## src/rtl/ps2_device_tx.sv

```systemverilog
// PS/2 device-side transmitter: queues bytes in a small FIFO and serializes each
// as start, 8 data bits LSB first, odd parity and stop on emulated clock/data lines.
// A host inhibit during a data phase aborts the frame, which is retried after the gap.
module ps2_device_tx #(
    parameter int unsigned CLK_FREQ   = 50000000,
    parameter int unsigned PS2_FREQ   = 12500,
    parameter int unsigned GAP_CYCLES = 2000,
    parameter int unsigned FIFO_DEPTH = 16
) (
    input  logic                          clock,
    input  logic                          reset_n,
    input  logic [7:0]                    tx_data,
    input  logic                          tx_valid,
    output logic                          tx_ready,
    input  logic                          host_inhibit,
    output logic                          ps2_clock_out,
    output logic                          ps2_data_out,
    output logic                          busy,
    output logic [$clog2(FIFO_DEPTH):0]   fifo_count,
    output logic                          retry_pulse
);

    localparam int unsigned HALF     = CLK_FREQ / (2 * PS2_FREQ);
    localparam int unsigned PHASE_W  = (HALF > 1) ? $clog2(HALF) : 1;
    localparam int unsigned GAP_W    = $clog2(GAP_CYCLES + 1);
    localparam int unsigned PTR_W    = $clog2(FIFO_DEPTH);
    localparam int unsigned CNT_W    = PTR_W + 1;
    localparam int unsigned IDX_W    = 4;
    localparam int unsigned FRAME_W  = 11;

    localparam logic [IDX_W-1:0]   STOP_IDX   = IDX_W'(FRAME_W - 1);
    localparam logic [PHASE_W-1:0] PHASE_LAST = PHASE_W'(HALF - 1);
    localparam logic [GAP_W-1:0]   GAP_LAST   = GAP_W'(GAP_CYCLES - 1);
    localparam logic [CNT_W-1:0]   CNT_FULL   = CNT_W'(FIFO_DEPTH);

    typedef enum logic [1:0] {
        IDLE     = 2'd0,
        SHIFT_HI = 2'd1,
        SHIFT_LO = 2'd2,
        GAP      = 2'd3
    } state_t;

    state_t               state_q, state_d;
    logic [IDX_W-1:0]     idx_q, idx_d;
    logic [PHASE_W-1:0]   phase_q, phase_d;
    logic [GAP_W-1:0]     gap_q, gap_d;
    logic [FRAME_W-1:0]   frame_q, frame_d;
    logic [PTR_W-1:0]     wr_ptr_q, rd_ptr_q;
    logic [7:0]           mem [FIFO_DEPTH];
    logic [7:0]           head;
    logic [CNT_W-1:0]     count_d;
    logic                 push;
    logic                 pop;
    logic                 clk_line_d;
    logic                 data_line_d;
    logic                 busy_d;
    logic                 retry_d;

    assign push = tx_valid & tx_ready;
    assign head = mem[rd_ptr_q];

    // FIFO storage; contents need no reset since occupancy is tracked by fifo_count
    always_ff @(posedge clock) begin
        if (push) begin
            mem[wr_ptr_q] <= tx_data;
        end
    end

    // Occupancy update; a full FIFO never accepts, so no overflow case exists
    always_comb begin
        count_d = fifo_count;
        if (push && !pop) begin
            count_d = fifo_count + CNT_W'(1);
        end else if (!push && pop) begin
            count_d = fifo_count - CNT_W'(1);
        end
    end

    // Next-state, datapath and registered-output values
    always_comb begin
        state_d = state_q;
        idx_d   = idx_q;
        phase_d = phase_q;
        gap_d   = gap_q;
        frame_d = frame_q;
        pop     = 1'b0;
        retry_d = 1'b0;

        case (state_q)
            IDLE: begin
                if ((fifo_count != '0) && !host_inhibit) begin
                    frame_d = {1'b1, ~^head, head, 1'b0};
                    idx_d   = '0;
                    phase_d = '0;
                    state_d = SHIFT_HI;
                end
            end
            SHIFT_HI: begin
                if (host_inhibit && (idx_q != STOP_IDX)) begin
                    retry_d = 1'b1;
                    gap_d   = '0;
                    phase_d = '0;
                    state_d = GAP;
                end else if (phase_q == PHASE_LAST) begin
                    phase_d = '0;
                    state_d = SHIFT_LO;
                end else begin
                    phase_d = phase_q + PHASE_W'(1);
                end
            end
            SHIFT_LO: begin
                if (phase_q == PHASE_LAST) begin
                    phase_d = '0;
                    if (idx_q == STOP_IDX) begin
                        pop     = 1'b1;
                        gap_d   = '0;
                        state_d = GAP;
                    end else begin
                        idx_d   = idx_q + IDX_W'(1);
                        state_d = SHIFT_HI;
                    end
                end else begin
                    phase_d = phase_q + PHASE_W'(1);
                end
            end
            GAP: begin
                if (host_inhibit) begin
                    gap_d = '0;
                end else if (gap_q == GAP_LAST) begin
                    gap_d   = '0;
                    state_d = IDLE;
                end else begin
                    gap_d = gap_q + GAP_W'(1);
                end
            end
            default: begin
                state_d = GAP;
                gap_d   = '0;
            end
        endcase

        // Line values follow the next state so each phase drives from its first cycle
        busy_d      = (state_d == SHIFT_HI) || (state_d == SHIFT_LO);
        clk_line_d  = (state_d != SHIFT_LO);
        data_line_d = busy_d ? frame_d[idx_d] : 1'b1;
    end

    // State, datapath and output registers
    always_ff @(posedge clock or negedge reset_n) begin
        if (!reset_n) begin
            state_q       <= GAP;
            idx_q         <= '0;
            phase_q       <= '0;
            gap_q         <= '0;
            frame_q       <= '0;
            wr_ptr_q      <= '0;
            rd_ptr_q      <= '0;
            fifo_count    <= '0;
            tx_ready      <= 1'b1;
            ps2_clock_out <= 1'b1;
            ps2_data_out  <= 1'b1;
            busy          <= 1'b0;
            retry_pulse   <= 1'b0;
        end else begin
            state_q       <= state_d;
            idx_q         <= idx_d;
            phase_q       <= phase_d;
            gap_q         <= gap_d;
            frame_q       <= frame_d;
            if (push) begin
                wr_ptr_q <= wr_ptr_q + PTR_W'(1);
            end
            if (pop) begin
                rd_ptr_q <= rd_ptr_q + PTR_W'(1);
            end
            fifo_count    <= count_d;
            tx_ready      <= (count_d != CNT_FULL);
            ps2_clock_out <= clk_line_d;
            ps2_data_out  <= data_line_d;
            busy          <= busy_d;
            retry_pulse   <= retry_d;
        end
    end

endmodule

```

## config.mk

```make
export PLATFORM = sky130hd
export DESIGN_NAME = ps2_device_tx
export DESIGN_NICKNAME = d
export VERILOG_FILES = /design/src/rtl/ps2_device_tx.sv
export SDC_FILE = /design/constraint.sdc
export NUM_CORES = 1
export LEC_CHECK = 0
export CAP_MARGIN = 10
export CORE_AREA = 2 2 125 127
export DETAILED_ROUTE_END_ITERATION = 8
export DIE_AREA = 0 0 127 129
export HOLD_SLACK_MARGIN = 0.03
export PLACE_DENSITY = 0.72
export REMOVE_ABC_BUFFERS = 1
export SLEW_MARGIN = 20
export SYNTH_ARGS = -nofsm -noshare
export SYNTH_HDL_FRONTEND = slang
export SYNTH_SLANG_ARGS = --single-unit
```

## constraint.sdc

```tcl
create_clock -name clock -period 2.3 [get_ports clock]
set_input_delay 0.46 -clock clock [delete_from_list [all_inputs] [get_ports clock]]
set_output_delay 0.46 -clock clock [all_outputs]
set_load 0.02 [all_outputs]
```

==> metrics.log <==
INFO  metric timing_hold_violations_final = 0
INFO  metric finClkSkew = 0.00917 ns
INFO  metric hold_path_class = reg2reg
INFO  metric top_layer_used = met4
INFO  metric crit_fanout = 9
INFO  metric placement.io_buffers = 21
INFO  metric routed_wire_length_on_met2 = 8830 um
INFO  metric placement_stage_cell_area = 9110 um2
INFO  metric ys_types = 58
INFO  metric worst_setup_path_start_kind = register
INFO  metric clock_tree.root_cell = sky130_fd_sc_hd__clkbuf_16
INFO  metric cts_buffers = 17
INFO  metric die-area = 16400 um2
INFO  metric synth_seq_area_share = 65.1%
INFO  metric maxClockFrequency = 0.392 GHz
INFO  metric required = 2.66 ns
INFO  metric crit_type = reg2reg
INFO  metric yosys_warnings = 0
INFO  metric num_vias = 4884
INFO  metric depth_of_the_worst_register_to_register_path = 9
INFO  metric max-slew-margin-rel = 58.5%
INFO  metric route.antenna.remaining_nets = 0
INFO  metric failed_checks = negative setup slack
INFO  metric irDropWorstVdd = 0.000966 V
INFO  metric gp_routability_congestion = 0.908
INFO  metric initialDrtViolationCount = 431
INFO  metric worst-slew-pin-transition = 0.621 ns
INFO  metric layout.cells.most_common = sky130_fd_sc_hd__edfxtp_1
INFO  metric first_global_vias = 5134
INFO  metric cellPowerDensity = 956 nW/um2
INFO  metric overflow_left_after_global_routing = 0
INFO  metric synth_ff_type = sky130_fd_sc_hd__edfxtp_1
INFO  metric timing.hold.worst_path_depth = 1
INFO  metric crit_arrival = 2.90 ns
INFO  metric synthesis.area_per_instance = 15.3 um2
INFO  metric detail_route.wl_per_cell = 20.4 um
INFO  metric initial_utilization = 54.1%
INFO  metric vias_per_cell = 5.86
INFO  metric setup-violations-final = 2
INFO  metric asyncSetResetFlopFracSynth = 30.8%
INFO  metric filler_cell_count = 1046
INFO  metric final_core_util = 66.1%
INFO  metric ctsHtreeMaxLevel = 4
INFO  metric status = finished, violations left
INFO  metric die_x = 127 um
INFO  metric end_point_of_the_most_critical_hold_path = frame_q[10]$_DFF_PN0_
INFO  metric timing.critical_path.to_type = register
INFO  metric antennaDiodeCount = 0
INFO  metric gr-usage-all-layers = 22.2%
INFO  metric layout.nets = 661
INFO  metric place.detailed.hpwl = 11700 um
INFO  metric grt_pass1_wl = 27100 um
INFO  metric reg2reg_from = rd_ptr_q[0]$_DFFE_PN0P_
INFO  metric post_synth_inst_count = 530
INFO  metric rsz0062_at_grt = yes
INFO  metric core_region_area = 15000 um2
INFO  metric post_synth_instance_area = 8100 um2
INFO  metric clk-insertion-delay-late = 0.44 ns
INFO  metric die_h = 129 um
INFO  metric antenna_violations_before_repair = 0
INFO  metric layout.cells.most_common_list = sky130_fd_sc_hd__edfxtp_1, sky130_fd_sc_hd__buf_4, sky130_fd_sc_hd__dfrtp_1
INFO  metric r2r_end = ps2_data_out$_DFF_PN1_
INFO  metric detail_route.wirelength.met1 = 7030 um
INFO  metric dr_wl_met3 = 698 um
INFO  metric maximum_number_of_pins_on_one_net_before_global_route_repair = 24
INFO  metric drcViolationCount = 0
INFO  metric final_layout_size_suffix_gt1_share = 27.9%
INFO  metric firstDrtPassIters = 5
INFO  metric drt_total_wl = 17000 um
INFO  metric cts.path.max_buffers = 2
INFO  metric tritoncts = yes
INFO  metric rows = 45
INFO  metric worst_setup_hold_path_clk_slew = 0.07 ns
INFO  metric p_leak = 3.75 nW
INFO  metric synth_enable_flop_cells = 128
INFO  metric timing_max_transition_violations_final = 0
INFO  metric layout_worst_path_cycle_share = 111%
INFO  metric setup_slack = -0.249 ns
INFO  metric finalInstanceArea = 9900 um2
INFO  metric timing.hold.worst.start = frame_q[10]$_DFF_PN0_
INFO  metric finalWorstPathRequiredPeriod = 2.55 ns
INFO  metric maxCapViolations = 0
INFO  metric postSynthRegisterBits = 185
INFO  metric sink_count = 185
INFO  metric synthesis_to_finish_area_growth = 22.2%
INFO  metric hold_ws = 0.481 ns
INFO  metric final.setup.tns = -0.396 ns
INFO  metric io_pins = 22
INFO  metric reg2reg_setup_slack = -0.25 ns
[registers in the layout (all words and copies together) (netlist names)]
register       count
gap_q             11
wr_ptr_q           4
tx_ready           1
ps2_clock_out      1
mem              128
fifo_count         5
busy               1
ps2_data_out       1
phase_q           11
rd_ptr_q           4
retry_pulse        1
idx_q              4
frame_q           11
state_q            2
[worst max-delay path, cell delays in order, from the launching register on]
cell and delay, ns:
sky130_fd_sc_hd__dfrtp_2 0.51, sky130_fd_sc_hd__buf_12 0.18, sky130_fd_sc_hd__mux4_1 0.55, sky130_fd_sc_hd__a22oi_1 0.22
sky130_fd_sc_hd__nand2_1 0.12, sky130_fd_sc_hd__mux2_4 0.28, sky130_fd_sc_hd__mux2i_1 0.14, sky130_fd_sc_hd__nor3_1 0.08
sky130_fd_sc_hd__a311oi_2 0.27, sky130_fd_sc_hd__o211ai_1 0.12
[cell type report]
class                      count  area (um2)  share of cell area [%]
inverter                      17        63.8                   0.644
tap                          188         235                    2.38
multi-input combinational    310        2750                    27.7
sequential                   185        5280                    53.3
clock buffer                  19         453                    4.57
clock inverter                13         153                    1.54
timing repair buffer         101         973                    9.83
[power breakdown]
part	internal (mW)	switching [mW]
clock network	1.60	1.34
logic	1.03	1.24
registers	4.05	0.196
total	6.69	2.77
[how the worst max path moves through the flow]
stage / end / slack, ns / cells after the start / startpoint
6_report: ps2_data_out$_DFF_PN1_ / -0.25 / 9 / rd_ptr_q[0]$_DFFE_PN0P_
5_1_grt: ps2_data_out$_DFF_PN1_ / -0.35 / 9 / rd_ptr_q[0]$_DFFE_PN0P_
4_1_cts: ps2_data_out$_DFF_PN1_ / -0.22 / 9 / rd_ptr_q[0]$_DFFE_PN0P_
3_5_place_dp: ps2_data_out$_DFF_PN1_ / -0.26 / 9 / rd_ptr_q[0]$_DFFE_PN0P_
3_3_place_gp: ps2_data_out$_DFF_PN1_ / -0.17 / 9 / rd_ptr_q[0]$_DFFE_PN0P_
2_1_floorplan: ps2_data_out$_DFF_PN1_ / -0.83 / 8 / rd_ptr_q[0]$_DFFE_PN0P_
[kinds of logic after synthesis]
logic type               Yosys count  synth area share [%]
AO/OA/AOI/OAI                     66                  5.60
AND/OR/NAND/NOR                  147                  9.50
buffers and inverters             35                  2.35
multiplexers                      51                  11.7
flip-flops                       185                  65.1
XOR/XNOR                          29                  3.13
adder cells (fa/ha/maj)           17                  2.62
[metrics by stage]
| stage | total power, mW | setup slack [ns] | std cells |
|---|---|---|---|
| 2_1_floorplan | 5.43 | -0.835 | 512 |
| 3_3_place_gp | 6.39 | -0.167 | 795 |
| 3_5_place_dp | 6.49 | -0.261 | 795 |
| 4_1_cts | 9.45 | -0.224 | 831 |
| 5_1_grt | 9.89 | -0.349 | 833 |
| 6_report | 9.46 | -0.249 | 833 |
[routing by layer]
metal	up-vias	GRT usage [%]
met1	2485	28.0
met4	0	9.37
li1	2232	-
met2	133	37.9
met5	-	0
met3	34	4.57
[synthesized netlist by cell type, drive strengths merged (2+ instances only)]
cell,n,area (um2)
a21o,2,15.0
a21oi,8,40.0
a22oi,14,119
and2,16,100
and3,12,75.1
and4,4,35.0
and4b,2,20.0
buf,12,104
clkbuf,6,22.5
dfrtp,52,1300
dfstp,5,131
edfxtp,128,3840
ha,17,213
inv,17,63.8
mux2,9,105
mux2i,11,110
mux4,31,732
nand2,39,146
nand2b,5,31.3
nand3,9,45.0
nand4,9,56.3
nor2,28,105
nor2b,6,37.5
nor3,7,40.0
nor3b,3,22.5
o211ai,5,37.5
o21ai,22,110
o31ai,3,22.5
or3,3,18.8
xnor2,17,149
xor2,12,105
[repair_timing]
| item | CTS | global route |
|---|---|---|
| cloned | 0 | 0 |
| endpoints found under the setup margin | 3 | 17 |
| gates resized for setup | 16 | 22 |
| hold buffers | 1 | 0 |
| pin swaps | 4 | 5 |
| endpoints found under the hold margin | 19 | 0 |
| setup buffers | 3 | 2 |
(Power assumes the default switching activity.)
